==> config.mk <==
export PLATFORM = sky130hd
export DESIGN_NAME = fetch_ctrl
export DESIGN_NICKNAME = d
export VERILOG_FILES = /design/src/rtl/fetch_ctrl.sv
export SDC_FILE = /design/constraint.sdc
export NUM_CORES = 1
export LEC_CHECK = 0
export BUFFER_PORTS_ARGS = -buffer_cell sky130_fd_sc_hd__buf_2
export CAP_MARGIN = 20
export CORE_UTILIZATION = 60
export DETAILED_ROUTE_END_ITERATION = 12
export GPL_ROUTABILITY_DRIVEN = 1
export PLACE_DENSITY = 0.84
export SYNTH_ARGS = -nofsm -noshare
export SYNTH_HDL_FRONTEND = slang
export SYNTH_SLANG_ARGS = --single-unit
==> constraint.sdc <==
create_clock -name clk_i -period 4.4 [get_ports clk_i]
set_input_delay 0.22 -clock clk_i [delete_from_list [all_inputs] [get_ports clk_i]]
set_output_delay 0.22 -clock clk_i [all_outputs]
set_load 0.01 [all_outputs]
==> src/rtl/fetch_ctrl.sv <==
// fetch_ctrl: instruction-fetch sequencer. It owns the fetch PC, issues
// back-to-back requests to instruction memory, keeps one spare instruction
// in a skid buffer while decode stalls, and squashes wrong-path fetches
// when the EX stage redirects the PC.
module fetch_ctrl #(
    parameter logic [31:0] RESET_PC  = 32'h0000_0000,
    parameter logic [31:0] NOP_INSTR = 32'h0000_0013
) (
    input  logic        clk_i,
    input  logic        start_i,
    input  logic        stall_i,
    input  logic        redirect_i,
    input  logic [31:0] redirect_pc_i,
    output logic        imem_req_o,
    output logic [31:0] imem_addr_o,
    input  logic        imem_ack_i,
    input  logic [31:0] imem_rdata_i,
    output logic        if_valid_o,
    output logic [31:0] if_pc_o,
    output logic [31:0] if_instr_o,
    output logic [31:0] pc_o
);

    typedef enum logic [1:0] {
        S_IDLE,
        S_REQ,
        S_FULL,
        S_DROP
    } state_e;

    // Low two bits are never meaningful for a word-aligned fetch address.
    localparam logic [31:0] ALIGN_MASK = 32'hFFFF_FFFC;
    localparam logic [31:0] PC_RST     = RESET_PC & ALIGN_MASK;

    state_e      state_q,      state_d;
    logic [31:0] pc_q,         pc_d;
    logic [31:0] skid_pc_q,    skid_pc_d;
    logic [31:0] skid_instr_q, skid_instr_d;
    logic [31:0] pend_q,       pend_d;
    logic        out_vld_q,    out_vld_d;
    logic [31:0] out_pc_q,     out_pc_d;
    logic [31:0] out_instr_q,  out_instr_d;

    logic [31:0] redir_tgt;
    logic [31:0] pc_inc;
    logic        slot_free;

    assign redir_tgt = redirect_pc_i & ALIGN_MASK;
    assign pc_inc    = pc_q + 32'd4;
    // The IF/ID slot can take a new entry if it is empty or being consumed.
    assign slot_free = !out_vld_q || !stall_i;

    assign imem_req_o  = (state_q == S_REQ) || (state_q == S_DROP);
    assign imem_addr_o = pc_q & ALIGN_MASK;
    assign pc_o        = pc_q;
    assign if_valid_o  = out_vld_q;
    assign if_pc_o     = out_pc_q;
    assign if_instr_o  = out_vld_q ? out_instr_q : NOP_INSTR;

    // State register and datapath registers; start_i low aborts everything.
    always_ff @(posedge clk_i or negedge start_i) begin
        if (!start_i) begin
            state_q      <= S_IDLE;
            pc_q         <= PC_RST;
            skid_pc_q    <= 32'd0;
            skid_instr_q <= 32'd0;
            pend_q       <= 32'd0;
            out_vld_q    <= 1'b0;
            out_pc_q     <= 32'd0;
            out_instr_q  <= NOP_INSTR;
        end else begin
            state_q      <= state_d;
            pc_q         <= pc_d;
            skid_pc_q    <= skid_pc_d;
            skid_instr_q <= skid_instr_d;
            pend_q       <= pend_d;
            out_vld_q    <= out_vld_d;
            out_pc_q     <= out_pc_d;
            out_instr_q  <= out_instr_d;
        end
    end

    // Next-state logic: fetch sequencing, skid handling and redirect flush.
    always_comb begin
        state_d      = state_q;
        pc_d         = pc_q;
        skid_pc_d    = skid_pc_q;
        skid_instr_d = skid_instr_q;
        pend_d       = pend_q;
        out_vld_d    = out_vld_q;
        out_pc_d     = out_pc_q;
        out_instr_d  = out_instr_q;

        // A consumed entry disappears unless something new is loaded below.
        if (slot_free) begin
            out_vld_d = 1'b0;
        end

        unique case (state_q)
            S_IDLE: begin
                state_d = S_REQ;
            end

            S_REQ: begin
                if (imem_ack_i && redirect_i) begin
                    // Returned word is on the wrong path; refetch at target.
                    pc_d = redir_tgt;
                end else if (imem_ack_i) begin
                    pc_d = pc_inc;
                    if (slot_free) begin
                        out_vld_d   = 1'b1;
                        out_pc_d    = pc_q;
                        out_instr_d = imem_rdata_i;
                    end else begin
                        skid_pc_d    = pc_q;
                        skid_instr_d = imem_rdata_i;
                        state_d      = S_FULL;
                    end
                end else if (redirect_i) begin
                    // The request must complete at its original address
                    // before the target can be fetched.
                    pend_d  = redir_tgt;
                    state_d = S_DROP;
                end
            end

            S_FULL: begin
                if (redirect_i) begin
                    skid_pc_d    = 32'd0;
                    skid_instr_d = 32'd0;
                    pc_d         = redir_tgt;
                    state_d      = S_REQ;
                end else if (slot_free) begin
                    out_vld_d    = 1'b1;
                    out_pc_d     = skid_pc_q;
                    out_instr_d  = skid_instr_q;
                    skid_pc_d    = 32'd0;
                    skid_instr_d = 32'd0;
                    state_d      = S_REQ;
                end
            end

            S_DROP: begin
                if (imem_ack_i) begin
                    pc_d    = redirect_i ? redir_tgt : pend_q;
                    state_d = S_REQ;
                end else if (redirect_i) begin
                    pend_d = redir_tgt;
                end
            end

            default: begin
                state_d = S_IDLE;
            end
        endcase

        // A redirect flushes the IF/ID entry, overriding any stall hold.
        if (redirect_i) begin
            out_vld_d = 1'b0;
        end
    end

endmodule

==> results.toml <==
[status]
status = "finished, final reports clean"

[pwr]
clkPwrFrac_pct = 20.4
sw_frac_of_total_pct = 39.6
ir_drop_mv = 0.355
p_per_area_mw_per_mm2 = 709
p_comb_share_pct = 37.9
p_sw_mw = 3.20
p_seq_share_pct = 41.7
p_leak_nw = 5.47
internal-power_mw = 4.87

[cells_and_area]
final_common_cell = "nand2_1"
most-common-layout-cells = "219 x nand2_1, 193 x buf_2, 192 x dfrtp_1"
finalNetCount = 1246
postLayoutCellArea_mm2 = 0.0114
layout-drive-gt1-share_pct = 25.2
antennaDiodeCount = 0
syn2layout_area_growth_pct = 15.9

[worst_setup_path]
ff2ff_path_depth = 9
crit_slowest_cell = "or3_1"
crit_buf_inv = 3
critical_path.cell_chain = "inv_1 > ha_2 > nor2b_1 > or3_1 > buf_4 > buf_4 > nand2_1 > o21ai_0 > or3b_1"
crit_top_cell = "buf_4"
criticalPathCategory = "reg -> reg"
startpoint_type = "flip-flop"
r2r_start = "state_q[0]"
critPathTopFamily = "simple AND/OR/NAND/NOR gates"
crit_end = "pc_o[28]"
max_stage_delay_ps = 570
end_kind = "flip-flop"
cp_max_fo = 25
worst-path-stages = 9
crit_arrival_ps = 3230
cp-startpoint = "state_q[0]"
timing.rr.end = "pc_o[28]"
rrSetupSlack_ps = 1480
critPathRequiredTime_ps = 4710

[grt]
antenna_found_initial = 1
grt_max_degree = 129
grt_pass1_wl_um = 39600
grt_pass1_vias = 7753
grtUsageTotal_pct = 30.4
grt_overflow_total = 0

[clocking]
cts.repair.resized = 0
clock_path_buffers = 2
root_buffer = "clkbuf_16"
cts_sinks = 195
numCtsBuffers = 17
insertion_delay_ps = 430
path_clk_slew_ps = 70
cts_tree = "built"
htreeDepth = 4

[sta]
max_freq_mhz = 342
finalHoldViolCount = 0
timing.final.crit_share_pct = 66.4
setup_violations = 0
slew_violations = 0
fin_setup_tns_ps = 0
rsz0062_at_grt = "false"
final.min_clock_period_ps = 2920
skew_ps = 10.1
worst_pin_slew_ps = 1090
relSlewSlack_pct = 27.2

[floorplanning]
io_pins = 199
dieArea_mm2 = 0.0169
die_w_um = 130
start_util_pct = 61.5
coreArea_mm2 = 0.0159
rows = 46
fp.dieH_um = 130

[hold_path]
min_path_type = "in -> reg"

[placed_design]
dp_hpwl_um = 15800
placed_area_mm2 = 0.0106
gp_congestion = 0.878
io_buffers = 194

[synthesis]
syn_inst = 1048
synth_edf_count = 0
synth_ff_type = "dfrtp_1"
syn_avg_cell_area_um2 = 9.36
syn_area_mm2 = 0.00981
yosysWarnings = 0
synth-seq-cells = 195
synthArstFlopShare_pct = 100
synth.yosys.seq_area_share_pct = 49.8
ys_types = 73

[drt]
wl_per_cell_um = 17.9
dr.pass1.iters = 7
drt-initial-drc-count = 750
ant_nets = 0
vias = 8397
drc = 0
vias_per_cell = 6.00
drt-total-wl_um = 25100

[flow_run]
drv_cap = 0
[synth_stat cells (all sizes together) (4+ instances only)]
master  number  area [µm²]
nand2      219         822
dfrtp      192        4800
o21ai      149         746
a21boi      59         443
clkbuf      56         211
buf         52         332
and2        33         206
mux2        33         372
nor2        26        97.6
a21oi       18        90.1
nand3       18         103
a221oi      14         129
inv         14        52.6
nor3        12        91.3
nand4       10        68.8
a22oi        7        52.6
a31oi        7        43.8
mux2i        7        70.1
o211ai       7        52.6
a222oi       6        60.1
ha           6        75.1
nand2b       6        37.5
o22ai        6        37.5
o31ai        6        45.0
xor2         6        52.6
a221o        5        50.1
and3         5        31.3
or3          5        31.3
or4          5        45.0
xnor2        5        43.8
a211oi       4        35.0
a21o         4        30.0
o22a         4        35.0
[worst register-to-register path: stages (launching register included)]
cell,delay [ps]
dfrtp_1,460
inv_1,120
ha_2,380
nor2b_1,250
or3_1,570
buf_4,290
buf_4,200
nand2_1,70
o21ai_0,90
or3b_1,370
[per-layer routing]
layer | track usage, % | wire length [µm] | vias up
met3 | 6.68 | 1990 | 53
li1 | - | - | 3911
met1 | 42.2 | 10600 | 4019
met5 | 0 | 0 | -
met2 | 46.9 | 11800 | 414
met4 | 11.7 | 683 | 0
[cell families after synthesis]
family	Yosys count	synth area share, %
adders and majority gates	6	0.765
muxes	40	4.50
other	1	0.0382
DFF	195	49.8
buffers and inverters	122	6.07
xor gates and xnor gates	11	0.982
AOI/OAI and AO/OA	323	21.3
and+or+nand+nor	350	16.6
[how the worst min path moves through the flow]
stage                       from               to  slack [ps]  cells past startpoint
4_1_cts        redirect_pc_i[24]       pend_q[24]          20                      2
6_report       redirect_pc_i[24]       pend_q[24]          40                      2
2_1_floorplan            start_i       if_pc_o[0]         -80                      0
3_3_place_gp     out_instr_q[11]  out_instr_q[11]         450                      2
3_5_place_dp             start_i  out_instr_q[29]         460                      1
5_1_grt        redirect_pc_i[24]       pend_q[24]          30                      2
[sequential cells by signal, indices dropped and copies added (netlist names)]
signal        count
skid_pc_q        32
skid_instr_q     32
if_pc_o          32
out_instr_q      32
state_q           2
pend_q           32
if_valid_o        1
pc_o             32
[area by class of cell]
class / instances / area, µm²
multi-input cells: 732 / 4360
repair buffers: 211 / 1170
flip-flops and latches: 195 / 4880
fillers: 1185 / 4570
inverters: 14 / 52.6
well taps: 216 / 270
clock inverters: 12 / 171
clock buffers: 20 / 457
[power by group through the flow]
stage	Clock, mW	Sequential [mW]	Combinational [mW]
5_1_grt	1.74	3.46	3.40
4_1_cts	1.67	3.34	3.00
6_report	1.65	3.36	3.06
3_5_place_dp	0	3.36	2.97
2_1_floorplan	0	3.26	2.09
3_3_place_gp	0	3.32	2.87
[through the flow]
| step | setup slack (ps) | utilization, % | std cells | power, mW | hold WS, ps |
|---|---|---|---|---|---|
| 2_1_floorplan | 2260 | - | 1049 | 5.34 | -75.6 |
| 3_3_place_gp | 1610 | 66.8 | 1363 | 6.18 | 453 |
| 3_5_place_dp | 1510 | 66.8 | 1363 | 6.33 | 458 |
| 4_1_cts | 1530 | 70.8 | 1396 | 8.01 | 16.6 |
| 5_1_grt | 1310 | 71.3 | 1400 | 8.60 | 27.2 |
| 6_report | 1480 | 71.3 | 1400 | 8.07 | 35.1 |
[timing repair]
| action | CTS | global route |
|---|---|---|
| setup endpoints to repair | 0 | 0 |
| setup buffers | 0 | 0 |
| endpoints found under the hold margin | 48 | 0 |
| hold buffers | 1 | 0 |
Note: power is estimated with default switching activity, not from simulation.
